===== src/rtl/servant_mgpio.sv =====
// Wishbone-attached GPIO block: output data with set/clear/toggle aliases, output enables,
// synchronized inputs and rising-edge interrupts with write-one-to-clear pending bits.
module servant_mgpio #(
  parameter int                   WIDTH       = 8,
  parameter int                   SYNC_STAGES = 2,
  parameter logic [WIDTH-1:0]     RESET_VAL   = '0
) (
  input  logic             wb_clk,
  input  logic             wb_rst,
  input  logic [2:0]       i_wb_adr,
  input  logic [31:0]      i_wb_dat,
  input  logic             i_wb_we,
  input  logic             i_wb_cyc,
  output logic [31:0]      o_wb_rdt,
  output logic             o_wb_ack,
  input  logic [WIDTH-1:0] i_gpio,
  output logic [WIDTH-1:0] o_gpio,
  output logic [WIDTH-1:0] o_oe,
  output logic             o_irq
);

  localparam logic [2:0] ADR_OUT  = 3'd0;
  localparam logic [2:0] ADR_SET  = 3'd1;
  localparam logic [2:0] ADR_CLR  = 3'd2;
  localparam logic [2:0] ADR_TGL  = 3'd3;
  localparam logic [2:0] ADR_OE   = 3'd4;
  localparam logic [2:0] ADR_IN   = 3'd5;
  localparam logic [2:0] ADR_IEN  = 3'd6;
  localparam logic [2:0] ADR_PEND = 3'd7;

  logic [WIDTH-1:0] out_q, out_d;
  logic [WIDTH-1:0] oe_q, oe_d;
  logic [WIDTH-1:0] ien_q, ien_d;
  logic [WIDTH-1:0] pend_q, pend_d;
  logic [WIDTH-1:0] sync_q [SYNC_STAGES];
  logic [WIDTH-1:0] prev_q;
  logic [WIDTH-1:0] in_val;
  logic [WIDTH-1:0] rise;
  logic [WIDTH-1:0] wdat;
  logic [WIDTH-1:0] pend_clr;
  logic             ack_q, ack_d;
  logic [31:0]      rdt_q, rdt_d;
  logic             irq_q, irq_d;
  logic             wr_en;
  logic             rd_en;
  logic             unused_dat;

  function automatic logic [31:0] zext(input logic [WIDTH-1:0] v);
    logic [31:0] r;
    r = '0;
    r[WIDTH-1:0] = v;
    return r;
  endfunction

  assign unused_dat = ^i_wb_dat;
  assign wdat       = i_wb_dat[WIDTH-1:0];
  assign in_val     = sync_q[SYNC_STAGES-1];
  assign rise       = in_val & ~prev_q;
  // Every access (read or write) completes on the edge that raises ack.
  assign rd_en      = i_wb_cyc & ~ack_q;
  assign wr_en      = rd_en & i_wb_we;

  always_comb begin
    out_d    = out_q;
    oe_d     = oe_q;
    ien_d    = ien_q;
    pend_clr = '0;
    if (wr_en) begin
      case (i_wb_adr)
        ADR_OUT:  out_d    = wdat;
        ADR_SET:  out_d    = out_q | wdat;
        ADR_CLR:  out_d    = out_q & ~wdat;
        ADR_TGL:  out_d    = out_q ^ wdat;
        ADR_OE:   oe_d     = wdat;
        ADR_IEN:  ien_d    = wdat;
        ADR_PEND: pend_clr = wdat;
        default:  ;
      endcase
    end
    // Set beats clear when an edge and a W1C land on the same bit.
    pend_d = (pend_q & ~pend_clr) | (rise & ien_q);
    irq_d  = |(pend_q & ien_q);
    ack_d  = i_wb_cyc & ~ack_q;
    rdt_d  = '0;
    if (rd_en) begin
      case (i_wb_adr)
        ADR_OUT:  rdt_d = zext(out_q);
        ADR_OE:   rdt_d = zext(oe_q);
        ADR_IN:   rdt_d = zext(in_val);
        ADR_IEN:  rdt_d = zext(ien_q);
        ADR_PEND: rdt_d = zext(pend_q);
        default:  rdt_d = '0;
      endcase
    end
  end

  always_ff @(posedge wb_clk) begin
    if (wb_rst) begin
      out_q  <= RESET_VAL;
      oe_q   <= '0;
      ien_q  <= '0;
      pend_q <= '0;
      prev_q <= '0;
      ack_q  <= 1'b0;
      rdt_q  <= '0;
      irq_q  <= 1'b0;
      for (int i = 0; i < SYNC_STAGES; i++) sync_q[i] <= '0;
    end else begin
      out_q     <= out_d;
      oe_q      <= oe_d;
      ien_q     <= ien_d;
      pend_q    <= pend_d;
      prev_q    <= in_val;
      ack_q     <= ack_d;
      rdt_q     <= rdt_d;
      irq_q     <= irq_d;
      sync_q[0] <= i_gpio;
      for (int i = 1; i < SYNC_STAGES; i++) sync_q[i] <= sync_q[i-1];
    end
  end

  assign o_gpio   = out_q;
  assign o_oe     = oe_q;
  assign o_wb_ack = ack_q;
  assign o_wb_rdt = rdt_q;
  assign o_irq    = irq_q;

endmodule


===== config.mk =====
export PLATFORM = sky130hd
export DESIGN_NAME = servant_mgpio
export DESIGN_NICKNAME = d
export VERILOG_FILES = /design/src/rtl/servant_mgpio.sv
export SDC_FILE = /design/constraint.sdc
export NUM_CORES = 1
export LEC_CHECK = 0
export BUFFER_PORTS_ARGS = -buffer_cell sky130_fd_sc_hd__buf_2
export CELL_PAD_IN_SITES_DETAIL_PLACEMENT = 1
export CELL_PAD_IN_SITES_GLOBAL_PLACEMENT = 1
export CORE_ASPECT_RATIO = 1.2
export CORE_MARGIN = 2
export CORE_UTILIZATION = 28
export DETAILED_ROUTE_END_ITERATION = 6
export PLACE_DENSITY_LB_ADDON = 0.1
export SLEW_MARGIN = 20
export SYNTH_ARGS = -nofsm -noshare
export SYNTH_HDL_FRONTEND = slang
export SYNTH_SLANG_ARGS = --single-unit

===== constraint.sdc =====
create_clock -name wb_clk -period 2.16 [get_ports wb_clk]
set_input_delay 0.432 -clock wb_clk [delete_from_list [all_inputs] [get_ports wb_clk]]
set_output_delay 0.432 -clock wb_clk [all_outputs]
set_load 0.005 [all_outputs]

==> results.sh <==
export IMPL_status="complete, no violations"
export IMPL_wl_per_cell_um=15.6
export IMPL_grt_max_degree=39
export IMPL_n_fill_cell=1386
export IMPL_synth_ff_type="dfxtp_1"
export IMPL_clk_path_buf_depth=2
export IMPL_rows=43
export IMPL_crit_end="o_gpio[5]"
export IMPL_vias=2606
export IMPL_r2r_end="o_gpio[5]"
export IMPL_crit_arrival_ps=1750
export IMPL_crit_type="flop to flop"
export IMPL_fp_dieH_um=124
export IMPL_finClkSkew_ps=6.61
export IMPL_cpPeakStageDelay_ps=460
export IMPL_rsz0062_at_grt="false"
export IMPL_cts_tree="yes"
export IMPL_final_common_cell="dfxtp_1"
export IMPL_worstPathCellList="inv_1 > ha_1 > mux4_2 > a22o_1"
export IMPL_clk_pin_slew_ps=60
export IMPL_yosysUniqueCellTypes=42
export IMPL_cts_htree_levels=3
export IMPL_regArea_um2=1320
export IMPL_synth_top_area_cell="dfxtp_1"
export IMPL_power_density_nw_per_um2=720
export IMPL_startpoint="o_gpio[5]"
export IMPL_critical_path_required_ps=2380
export IMPL_timing_final_crit_period_ps=1530
export IMPL_drt_wl_total_um=8950
export IMPL_synth_area_um2=3350
export IMPL_antenna_found_initial=0
export IMPL_syn2layout_area_growth_pct=20.9
export IMPL_finalHoldViolations=0
export IMPL_cts_sinks=66
export IMPL_ctsResizeCount=0
export IMPL_synth_top_area_share_pct=39.4
export IMPL_dp_cells=558
export IMPL_syn_area_per_cell_um2=9.50
export IMPL_layout_drive_gt1_share_pct=24.5
export IMPL_gp_congestion=0.797
export IMPL_grt_pass1_wl_um=14200
export IMPL_initial_core_util_pct=28.9
export IMPL_yosysWarnings=0
export IMPL_reg2reg_slack_ps=630
export IMPL_drc_errors=0
export IMPL_critical_path_slowest_cell="mux4_2"
export IMPL_highest_layer="met4"
export IMPL_syn_inst=353
export IMPL_layout_cells_non_filler=574
export IMPL_dp_hpwl_um=6660
export IMPL_synth_seq_cells=66
export IMPL_cts_hold_buf=0
export IMPL_fin_setup_tns_ps=0
export IMPL_cts_buffers=9
export IMPL_drt_iter0_markers=70
export IMPL_grt_usage_pct=14.4
export IMPL_core_um2=11600
export IMPL_synth_edf_count=0
export IMPL_die_area_um2=12900
export IMPL_reg2reg_depth=4
export IMPL_io_buffers=48
export IMPL_power_leakage_nw=1.68
export IMPL_grt_ovfl_total=0
export IMPL_final_cell_mix="66 x dfxtp_1, 48 x buf_2, 33 x nor2b_1"
export IMPL_fin_nets=475
export IMPL_cts_root_buffer="clkbuf_16"
export IMPL_n_antenna_cell=0
export IMPL_fmax_mhz=655
export IMPL_clock_latency_ps=330
export IMPL_multi_input_area_um2=1770
export IMPL_setup_viol=0
export IMPL_die_w_um=104
export IMPL_critPathMaxFanout=5
export IMPL_grt_pass1_vias=2574
export IMPL_wl_met1_um=4280
export IMPL_critPathCaptureType="flop"
export IMPL_route_met2_wl_um=4250
export IMPL_startpoint_type="flop"
export IMPL_post_cts_buffers=0
export IMPL_r2r_start="o_gpio[5]"
export IMPL_cap_violations=0
export IMPL_wl_met3_um=261
export IMPL_num_io_pins=97
export IMPL_ir_worst_vdd_mv=0.406
export IMPL_via_per_inst=4.54
export IMPL_hp_class="input pin to flop"
export IMPL_fin_crit_sh_pct=70.7
export IMPL_synthTopCellsByArea="dfxtp_1 39%, nor2b_1 6.2%, ha_1 6.0%"
export IMPL_ant_nets=0
export IMPL_async_flop_share_pct=0
export IMPL_drv_slew=0
export IMPL_synth_seq_area_share_pct=39.4
export IMPL_dr_pass1_iters=6
## registers in the layout, indices dropped and copies added (netlist names)
signal	cells
sync_q	16
ien_q	8
o_gpio	8
o_oe	8
o_wb_rdt	8
pend_q	8
prev_q	8
o_irq	1
o_wb_ack	1
## stage by stage
step	instance area [µm²]	util [%]	total power, mW	setup slack (ps)	hold WS [ps]
finish	4060	34.9	2.92	633	312
global route	4060	34.9	3.06	553	317
CTS	4060	34.9	2.98	611	301
detailed placement	3770	32.5	1.59	328	427
global placement	3770	32.5	1.58	337	418
floorplan	3440	-	1.50	685	414
## logic make-up after synthesis
| kind of cell | count (synthesis) | share of synthesized area, % |
|---|---|---|
| AND/OR/NAND/NOR | 106 | 20.8 |
| AO/OA/AOI/OAI | 78 | 15.3 |
| buffers and inverters | 64 | 10.4 |
| adder cells (fa/ha/maj) | 16 | 5.97 |
| other | 1 | 0.112 |
| flip-flops | 66 | 39.4 |
| multiplexers | 22 | 7.95 |
## report_power, final
part           switching, mW  total, mW  internal [mW]
Sequential            0.0222       1.27           1.25
Combinational          0.162      0.286          0.124
Clock                  0.525       1.36          0.837
Total                  0.710       2.92           2.21
## how the worst min path moves through the flow
stage	startpoint	end	slack, ps	cells past startpoint
6_report	i_gpio[0]	sync_q[0][0]	310	2
5_1_grt	i_gpio[5]	sync_q[0][5]	320	2
4_1_cts	i_gpio[0]	sync_q[0][0]	300	2
3_5_place_dp	sync_q[0][5]	sync_q[0][13]	430	1
3_3_place_gp	sync_q[0][6]	sync_q[0][14]	420	1
2_1_floorplan	sync_q[0][2]	sync_q[0][10]	410	1
## cells in the mapped netlist (2+ instances only)
cell	n
a32o_1	5
a2bb2oi_1	3
mux4_2	3
o32ai_1	3
nor3b_4	2
inv_1	20
nand2b_1	17
nor2_1	8
nand3b_1	9
a22o_1	3
o21ai_1	3
a22oi_1	9
o21bai_1	5
mux2_2	7
mux2i_1	12
buf_4	26
buf_2	9
clkbuf_1	8
and2_1	2
ha_1	16
nand3_1	20
or3b_1	2
nor3b_1	6
a21o_1	2
a32oi_1	2
o21ai_0	20
nor2b_1	33
dfxtp_1	66
nand2_1	2
a21oi_1	18
## area by class of cell
type                            count  area share, %
Multi-Input combinational cell    246           43.6
Sequential cell                    66           32.6
Timing Repair Buffer               69           10.1
Clock buffer                       12           6.33
Tap cell                          157           4.84
Inverter                           20           1.85
Clock inverter                      4          0.648
## worst max-delay path: cells and delay by family, from the launching register on
family                   cells  cell delay [ps]
flip-flops                   1              440
buffers and inverters        1               70
AO/OA/AOI/OAI                1              180
multiplexers                 1              460
adder cells (fa/ha/maj)      1              270
## layer usage
layer | vias to the layer above | global-route usage [%]
met3 | 9 | 2.83
met1 | 1255 | 18.8
met4 | 0 | 6.50
met2 | 37 | 23.1
li1 | 1305 | -
met5 | - | 0
(Power assumes the default switching activity.)
